[src/rtl/run_stream_pkg.sv]
`default_nettype none
// ============================================================================
// Module      : run_stream_pkg
// Description : Shared constants and types for the run_stream_tx transmitter.
// Revision    : 1.0 - initial release
// ============================================================================
package run_stream_pkg;

    localparam int WIDTH_DEF = 8;
    localparam int STATE_W   = 1;

    typedef enum logic [STATE_W-1:0] {
        ST_IDLE  = 1'b0,
        ST_SHIFT = 1'b1
    } state_t;

    function automatic int cnt_width(input int width);
        return (width > 1) ? $clog2(width) : 1;
    endfunction

    localparam int CNT_W_DEF = cnt_width(WIDTH_DEF);

endpackage
`default_nettype wire

[src/rtl/run_stream_tx_piso.sv]
`default_nettype none
// ============================================================================
// Module      : piso_shift
// Description : Parallel-in serial-out register, MSB first, zero fill.
// Revision    : 1.0 - initial release
// ============================================================================
module piso_shift
    import run_stream_pkg::*;
#(
    parameter int WIDTH = WIDTH_DEF
) (
    input  logic             clk,
    input  logic             reset,
    input  logic             load,
    input  logic             shift,
    input  logic [WIDTH-1:0] data_in,
    output logic             msb
);

    logic [WIDTH-1:0] r_sreg;

    // A parallel load wins over a shift in the same cycle.
    always_ff @(posedge clk or negedge reset) begin
        if (!reset) begin
            r_sreg <= '0;
        end else if (load) begin
            r_sreg <= data_in;
        end else if (shift) begin
            r_sreg <= {r_sreg[WIDTH-2:0], 1'b0};
        end
    end

    assign msb = r_sreg[WIDTH-1];

endmodule
`default_nettype wire

[src/rtl/run_stream_tx.sv]
`default_nettype none
// ============================================================================
// Module      : run_stream_tx
// Description : Serialises words MSB-first onto w and predicts the run detector z.
// Revision    : 1.0 - initial release
// ============================================================================
module run_stream_tx
    import run_stream_pkg::*;
#(
    parameter int WIDTH = WIDTH_DEF
) (
    input  logic             clk,
    input  logic             reset,
    input  logic [WIDTH-1:0] data_in,
    input  logic             load,
    input  logic             abort,
    output logic             ready,
    output logic             w,
    output logic             w_valid,
    output logic             frame_done,
    output logic             z_expect
);

    localparam int              CNT_W      = cnt_width(WIDTH);
    localparam logic [CNT_W-1:0] C_CNT_LAST = CNT_W'(WIDTH - 1);

    state_t           r_state, w_state_nxt;
    logic [CNT_W-1:0] r_count, w_count_nxt;
    logic             w_accept, w_shift, w_last, w_msb;
    logic             r_hv, r_hb, r_z;

    always_ff @(posedge clk or negedge reset) begin
        if (!reset) begin
            r_state <= ST_IDLE;
            r_count <= '0;
        end else begin
            r_state <= w_state_nxt;
            r_count <= w_count_nxt;
        end
    end

    // abort outranks load in both states.
    always_comb begin
        w_state_nxt = r_state;
        w_count_nxt = r_count;
        w_accept    = 1'b0;
        w_shift     = 1'b0;
        w_last      = 1'b0;
        ready       = 1'b0;
        case (r_state)
            ST_IDLE: begin
                ready = 1'b1;
                if (load && !abort) begin
                    w_accept    = 1'b1;
                    w_state_nxt = ST_SHIFT;
                    w_count_nxt = C_CNT_LAST;
                end
            end
            ST_SHIFT: begin
                w_last  = (r_count == '0);
                ready   = w_last;
                w_shift = 1'b1;
                if (abort) begin
                    w_state_nxt = ST_IDLE;
                end else if (w_last) begin
                    if (load) begin
                        w_accept    = 1'b1;
                        w_count_nxt = C_CNT_LAST;
                    end else begin
                        w_state_nxt = ST_IDLE;
                    end
                end else begin
                    w_count_nxt = r_count - 1'b1;
                end
            end
            default: w_state_nxt = ST_IDLE;
        endcase
    end

    piso_shift #(.WIDTH(WIDTH)) u_piso (
        .clk     (clk),
        .reset   (reset),
        .load    (w_accept),
        .shift   (w_shift),
        .data_in (data_in),
        .msb     (w_msb)
    );

    // Both terms are flop outputs; gating keeps w low after an abort leaves residue.
    assign w_valid    = (r_state == ST_SHIFT);
    assign w          = w_valid & w_msb;
    assign frame_done = w_last;

    // Detector model: restarts whenever the stream goes idle.
    always_ff @(posedge clk or negedge reset) begin
        if (!reset) begin
            r_hv <= 1'b0;
            r_hb <= 1'b0;
            r_z  <= 1'b0;
        end else if (w_valid) begin
            r_z  <= r_hv & (r_hb == w);
            r_hb <= w;
            r_hv <= 1'b1;
        end else begin
            r_z  <= 1'b0;
            r_hv <= 1'b0;
        end
    end

    assign z_expect = r_z;

endmodule
`default_nettype wire

[config.mk]
export PLATFORM = sky130hd
export DESIGN_NAME = run_stream_tx
export DESIGN_NICKNAME = d
export VERILOG_FILES = /design/src/rtl/run_stream_pkg.sv /design/src/rtl/run_stream_tx_piso.sv /design/src/rtl/run_stream_tx.sv
export SDC_FILE = /design/constraint.sdc
export NUM_CORES = 1
export LEC_CHECK = 0
export CORE_AREA = 2 2 53 55
export DETAILED_ROUTE_END_ITERATION = 8
export DIE_AREA = 0 0 55 57
export PLACE_DENSITY = 0.52
export SKIP_LAST_GASP = 1
export SYNTH_ARGS = -nofsm -noshare
export SYNTH_HDL_FRONTEND = slang
export SYNTH_HIERARCHICAL = 1
export SYNTH_SLANG_ARGS = --single-unit
[constraint.sdc]
create_clock -name clk -period 3.2 [get_ports clk]
set_input_delay 0.8 -clock clk [delete_from_list [all_inputs] [get_ports clk]]
set_output_delay 0.8 -clock clk [all_outputs]
set_load 0.1 [all_outputs]
# After elaboration in Yosys (flattened, before gate mapping)
# Cells that the tools add are included.
word_totals:
  regBits: 15
  latchBits: 0
  ram_bits: 0
  mem_bits_ro: 0
  output_inout_bits: 5
  mem_count: 0
classes:
  n_addsub: 1
  multipliers: 0
  div_mod_pow: 0
  n_lt_le_gt_ge: 0
  n_eq_ne: 4
  shifts: 0
  muxes: 19
  n_bitwise: 3
  reduce_logical: 5
op_table:
  columns: ["op", "n"]
  rows:
  - ["8-bit 2-to-1 mux", 2]
  - ["3-bit 2-to-1 mux", 4]
  - ["1-bit 2-to-1 mux", 9]
  - ["1-bit case mux with 2 select lines", 3]
  - ["3-bit case mux with 2 select lines", 1]
  - ["2-bit != test (second input constant)", 2]
  - ["3-bit logical NOT", 1]
  - ["3-bit != test (second input constant)", 1]
  - ["3-bit AND reduction", 1]
  - ["3-bit by 1-bit subtractor with 3-bit output (second input constant)", 1]
  - ["1-bit bitwise AND", 2]
  - ["2-bit nonzero test", 1]
  - ["1-bit equality test", 1]
  - ["1-bit logical AND", 1]
  - ["1-bit logical NOT", 1]
  - ["1-bit NOT", 1]

# Depth between registers and ports, before layout
logic_depth:
  depth_word: 5
  mapped_depth: 8
  ltp_nobuf: 7

# Modules after synthesis
# Netlist, hierarchy kept.
by_module_without_submodules:
  columns: ["module", "instances", "cells_each", "area_per_inst_um2", "seq_area_each_um2"]
  rows:
  - ["piso_shift", 1, 34, 369.1, 200.2]
  - ["run_stream_tx", 1, 34, 361.6, 175.2]

# Worst setup path after synthesis
# No wires, ideal clock.
synth_timing:
  kind: "register to output"
  start: "register r_state (netlist: w_valid)"
  end: "output port frame_done"
  t_arrival_ns: 2.499
  required_ns: 2.400
  slack_ns: -0.099
  path_stages_with_launch: 3
  path_buffers: 0
  cell_sequence: "dfrtp_1 > inv_1 > nor2_1"
synth_via:
  elab_chain_len: 1
synth_rtl:
  columns: ["element", "line", "rtl"]
  rows:
  - ["start: declaration", "run_stream_tx.sv:27", "state_t r_state, w_state_nxt;"]
  - ["start signal: assignment", "run_stream_tx.sv:37", "r_state <= w_state_nxt;"]
  - ["1-bit 2-to-1 mux", "run_stream_tx.sv:50", "case (r_state)"]
  - ["end: declaration", "run_stream_tx.sv:20", "output logic frame_done,"]
# Every way passes these cells.

# Worst setup path after layout
layout_timing:
  start: "register r_count[0]"
  end: "output port ready"
layout_via:
  elab_chain_len: 2
layout_rtl:
  columns: ["element", "line", "rtl"]
  rows:
  - ["start: declaration", "run_stream_tx.sv:28", "logic [CNT_W-1:0] r_count, w_count_nxt;"]
  - ["start signal: assignment", "run_stream_tx.sv:38", "r_count <= w_count_nxt;"]
  - ["3-bit logical NOT", "run_stream_tx.sv:60", "w_last = (r_count == '0);"]
  - ["1-bit case mux with 2 select lines", "run_stream_tx.sv:50", null]
  - ["end: declaration", "run_stream_tx.sv:17", "output logic ready,"]
# Every way passes these cells.

==> flow_summary.toml <==
[outcome]
outcome = "finished, final reports clean"

[logic_synthesis]
synth.ff_latch_count = 15
synth_top_family_by_area = "simple AND/OR/NAND/NOR gates"
synth_area_in_simple_gates = 0.147
area_share_of_xor_xnor_cells_in_the_synthesized_design = 0.0120
synth.yosys.seq_area_share = 0.514
yosysWarnings = 6
netlist-cell-type-count = 24
synth-compound-area-share = 0.140
synthMuxAreaShare = 0.0959
synth_fp_nets = 82
netlist_instances = 68
synth.avg_cell_area_um2 = 10.7
synth.cell_area_um2 = 731
synth_fa_ha_area_frac = 0.0342

[clocking]
worstSkewPairLatency_ns = 0.28
cts_buffer_depth = 2
cts_hold_buf = 0
cts_tree = "done"
cts-root-buf = "clkbuf_4"
cts-resized-gates = 0
clkSinkCount = 15
post_cts_setup_buffer_count = 0
cts_inserted_buffers = 3
worst_setup_hold_path_clk_slew_ns = 0.09
clock_tree.htree_level_count = 1

[timing]
totalNegativeSetupSlack_ns = 0
grt_setup_unrepaired = "no"
worstMarginPinSlew_ns = 0.648
max_slew_margin = 0.566
post-route-min-period_ns = 2.45
report.final.hold_viol_count = 0
timing.fmax_ghz = 0.408
slew_violations = 0
fin_crit_sh = 0.766
timing.final.setup_violations = 0
final.setup_skew_ns = 0.00682

[setup_path]
endpoint_kind = "output port"
critical-path-max-stage-delay_ns = 0.41
crit_path_start = "r_count[0]"
r2r_start = "r_count[0]"
timing.critical_path.cells = "inv_1, ha_1, or2b_4, nand2_1, buf_4"
cp_data_required_time_ns = 2.40
startpoint_type = "flop"
critPathSlowestCell = "dfrtp_1"
crit_type = "flop to output port"
arrival_ns = 1.65
crit_path_max_fanout = 7

[global_routing]
groute.layer.met3.usage = 0.0471
grt_antenna_before_repair = 0
busiest_layer = "met2"
use_met1 = 0.131
grt.met2_usage = 0.136
aggregate_global_route_resource_usage = 0.0954
via_count_of_the_first_global_routing_pass = 507
grt_max_degree = 17
grt_first_pass_wirelength_mm = 2.15
grt-ovfl-total = 0

[floorplanning]
fp.dieH_um = 57
placementRows = 19
fp.dieW_um = 55
dieArea_mm2 = 0.00314
io_pins = 17
start_util = 0.279
core_mm2 = 0.00262

[placement]
portBuffers = 16
gpl.final_weighted_congestion = 0.704
dp_hpwl_mm = 1.02

[power]
p_per_area_mw_per_mm2 = 535
internal-power_uw = 333
p_sw_frac = 0.333
power_frac_clock = 0.213
pwr-share-comb = 0.275
share_seq_of_total_power = 0.512
power.net_switching_uw = 166
cellLeakagePower_nw = 0.431
vdd.ir_drop.worst_mv = 0.356

[routing]
detail_route.drc_violations = 0
detail_route.iter0.violations = 3
route.detailed.vias_per_inst = 4.63
dr_total_vias = 546
postRouteAntennaNets = 0
drt_first_pass_iters = 2
routedWlPerCell_um = 11.4
drt_wl_total_mm = 1.35

[finish]
fillCellCount = 284
drive_gt1_frac = 0.172
antenna-diode-count = 0
final_standard_cell_utilization_of_the_core = 0.356
register_area_um2 = 375
area_delta_synth_final_pct = 27.6
nNetsFinal = 102
footprint_of_the_multi_input_gates_um2 = 317

[worst_hold_path]
worstHoldStart = "r_hb"
min-delay-path-class = "flop to flop"

[run]
cap_viol_max_count = 0
stage by stage:
stage	hold slack, ns	cells	setup slack (ns)	total power [mW]	instance area (um^2)
after global routing	0.525	118	0.647	0.537	932
after floorplan	0.467	68	0.330	0.356	733
after global placement	0.486	114	0.898	0.396	905
after detailed placement	0.494	114	0.866	0.399	905
final	0.511	118	0.749	0.499	932
after CTS	0.517	118	0.726	0.510	932
cell type report:
type                    count  share of cell area
multi-input cells          46               0.340
inverters                   5              0.0201
clock inverters             1             0.00537
flip-flops and latches     15               0.403
well taps                  31              0.0416
repair buffers             17               0.166
clock buffers               3              0.0242
cells in the final DEF, fill, tap and decap left out:
| cell | count |
|---|---|
| dfrtp_1 | 15 |
| clkdlybuf4s50_1 | 11 |
| nand2_1 | 9 |
| mux2i_1 | 7 |
| o21ai_1 | 7 |
| buf_4 | 6 |
| inv_1 | 5 |
| a211oi_1 | 3 |
| clkbuf_4 | 3 |
| nor2_1 | 2 |
| ha_1 | 2 |
| and2_2 | 1 |
| or2b_4 | 1 |
| and2b_1 | 1 |
| and2_1 | 1 |
| a21oi_1 | 1 |
| nor2_2 | 1 |
| xnor2_1 | 1 |
| and3_2 | 1 |
| and2b_4 | 1 |
| o211a_1 | 1 |
| a41oi_1 | 1 |
| nor4_1 | 1 |
| a311oi_1 | 1 |
| a21o_1 | 1 |
| clkinv_2 | 1 |
| nand2b_1 | 1 |
| o21ai_0 | 1 |
sequential cells by signal, summed over array words and instances (netlist names):
register       cells
u_piso/r_sreg      8
r_count            3
r_hb               1
r_hv               1
w_valid            1
z_expect           1
power by group through the flow:
stage                     clock network [mW]  registers, mW  logic [mW]
after global placement                     0          0.259       0.138
after floorplan                            0          0.266      0.0896
final                                  0.106          0.255       0.137
after detailed placement                   0          0.260       0.139
after CTS                              0.114          0.256       0.139
after global routing                   0.126          0.261       0.150
critical path, delay by kind of cell, from the launching register on:
family / cells / cell delay (ns)
flops: 1 / 0.41
buf+inv: 2 / 0.38
simple gates: 2 / 0.40
fa+ha+maj: 1 / 0.18
per-layer routing:
metal	wire length [um]	part of all wire
met1	649	0.48
met2	610	0.45
met3	88	0.065
met4	0	0
met5	0	0
cells by family after synthesis:
logic type | after synthesis
simple gates | 20
compound gates | 16
flops | 15
buf+inv | 7
mux | 7
fa+ha+maj | 2
xor+xnor | 1
cell usage after synthesis, drive strengths merged:
cell type,count,share of area
dfrtp,15,0.51
nand2,9,0.046
o21ai,8,0.055
mux2i,7,0.096
inv,5,0.026
a211oi,3,0.031
nor2,3,0.015
and2,2,0.019
and2b,2,0.024
buf,2,0.031
ha,2,0.034
a21o,1,0.010
a21oi,1,0.0068
a311oi,1,0.012
a41oi,1,0.012
and3,1,0.010
nand2b,1,0.0086
nor4,1,0.0086
o211a,1,0.014
or2b,1,0.015
xnor2,1,0.012
final timing paths:
check / to / slack (ns) / depth (start not counted)
min in group asynchronous: z_expect / 0.91 / 1
min reg2reg: r_hb / 0.51 / 1
max: ready / 0.75 / 5
max reg2reg: u_piso/r_sreg[0] / 1.33 / 7
max in group asynchronous: u_piso/r_sreg[0] / 1.87 / 1
min: r_hb / 0.51 / 1
Power figures use the tool's default switching activity.
==> edit, RTL diff (same settings) <==
`WIDTH_DEF`: 8 -> 12.
--- a/src/rtl/run_stream_pkg.sv
+++ b/src/rtl/run_stream_pkg.sv
@@ -7,5 +7,5 @@
 package run_stream_pkg;
 
-    localparam int WIDTH_DEF = 8;
+    localparam int WIDTH_DEF = 12;
     localparam int STATE_W   = 1;
 
Interface: changed (resized data_in); port bits go from 17 to 21. No check against the original RTL was run, so the function may have changed too.
==> edit against the original RTL <==
Sequential cell count increased by 5; combinational power increased by 39%; core utilization increased by 11 points; via count increased by 31%; synthesized cell count increased by 29%; die area unchanged; worst setup slack got worse by 0.011 ns; wire length increased by 32%; design area increased by 31%; maximum frequency decreased by 0.43%; synthesized area increased by 33%; power increased by 33%.
==> edit: results (changes against the original RTL) <==
.. list-table::
   :header-rows: 1

   * - Metric
     - Value
   * - Number of cells in the design after placement
     - 139 (+22%)
   * - Count of nets after finishing
     - 131 (+28%)
   * - Number of DRC markers after the initial detailed-route iteration
     - 18 (+15)
   * - Share of the final layout cell area in sequential cells
     - 0.409 (+0.00590)
   * - Result of the run
     - finished clean
   * - Number of cells traversed by the worst register-to-register path
     - 8 (+1)
   * - Share of synthesized area occupied by flip-flops and latches
     - 0.516 (+0.00243)
   * - Distinct cells, synth
     - 26 (+8.3%)
   * - Amount of wire on met3 after detailed routing
     - 110 µm (+25%)
   * - Power dissipated by switching net loads
     - 220 µW (+33%)
   * - Layout multi-input combinational cell count
     - 61 (+33%)
   * - GRT Total Usage
     - 0.135 (+0.0400)
   * - Max-slew headroom
     - 0.662 (+0.0960)
   * - Final weighted congestion of routability-driven global placement
     - 0.737 (+4.7%)
   * - Via density per instance
     - 5.04 (+9.0%)
   * - Clk pwr share
     - 0.169 (-0.044)
   * - Fraction of synthesized area in multiplexers
     - 0.146 (+0.0499)
   * - DR pass1 iterations
     - 4 (+2)
   * - Fraction of final layout cells with drive strength greater than 1
     - 0.162 (-0.0103)
   * - Largest net degree at the start of global routing
     - 21 (+4)
   * - M1 wire length
     - 831 µm (+28%)
   * - Routed wl met2
     - 816 µm (+34%)
   * - Compound-gate portion of the synthesized area
     - 0.112 (-0.0282)
   * - Commonest cells in the synthesized netlist
     - dfrtp_1, mux2i_1, nand2_1
   * - Uppermost layer routed
     - met4
   * - Hpwl dp
     - 1320 µm (+29%)
   * - Average wire per standard cell
     - 12.5 µm (+9.4%)
   * - Number of global-route vias before repair
     - 703 (+39%)
## edit: cell types whose count changed in the layout (fill, tap and decap cells not counted), sizes merged, moves of 2 or more
cell	change
a211oi	-3
buf	+2
clkdlybuf4s50	+4
dfrtp	+5
mux2i	+6
nand2	+3
o21ai	+7
## edit: worst register-to-register path, stage by stage, from the launching register on
cell,delay (ns)
dfrtp_1,0.42
inv_1,0.09
ha_1,0.18
nand2b_1,0.13
o21ai_1,0.22
and3_1,0.42
buf_4,0.26
nand2_1,0.07
o21ai_1,0.08
## edit: path summary, 6_finish.rpt
path                       startpoint               end  slack, ns
min in group asynchronous       reset        r_count[2]       0.84
max                        r_count[0]             ready       0.74
max reg2reg                r_count[0]  u_piso/r_sreg[5]       1.26
min                              r_hv          z_expect       0.49
min reg2reg                      r_hv          z_expect       0.49
max in group asynchronous       reset  u_piso/r_sreg[8]       2.15
## edit: per-layer routing
layer	vias to the layer above	GRT usage
li1	356	-
met1	337	0.181
met2	21	0.206
met3	2	0.0550
met4	0	0.0314
met5	-	0
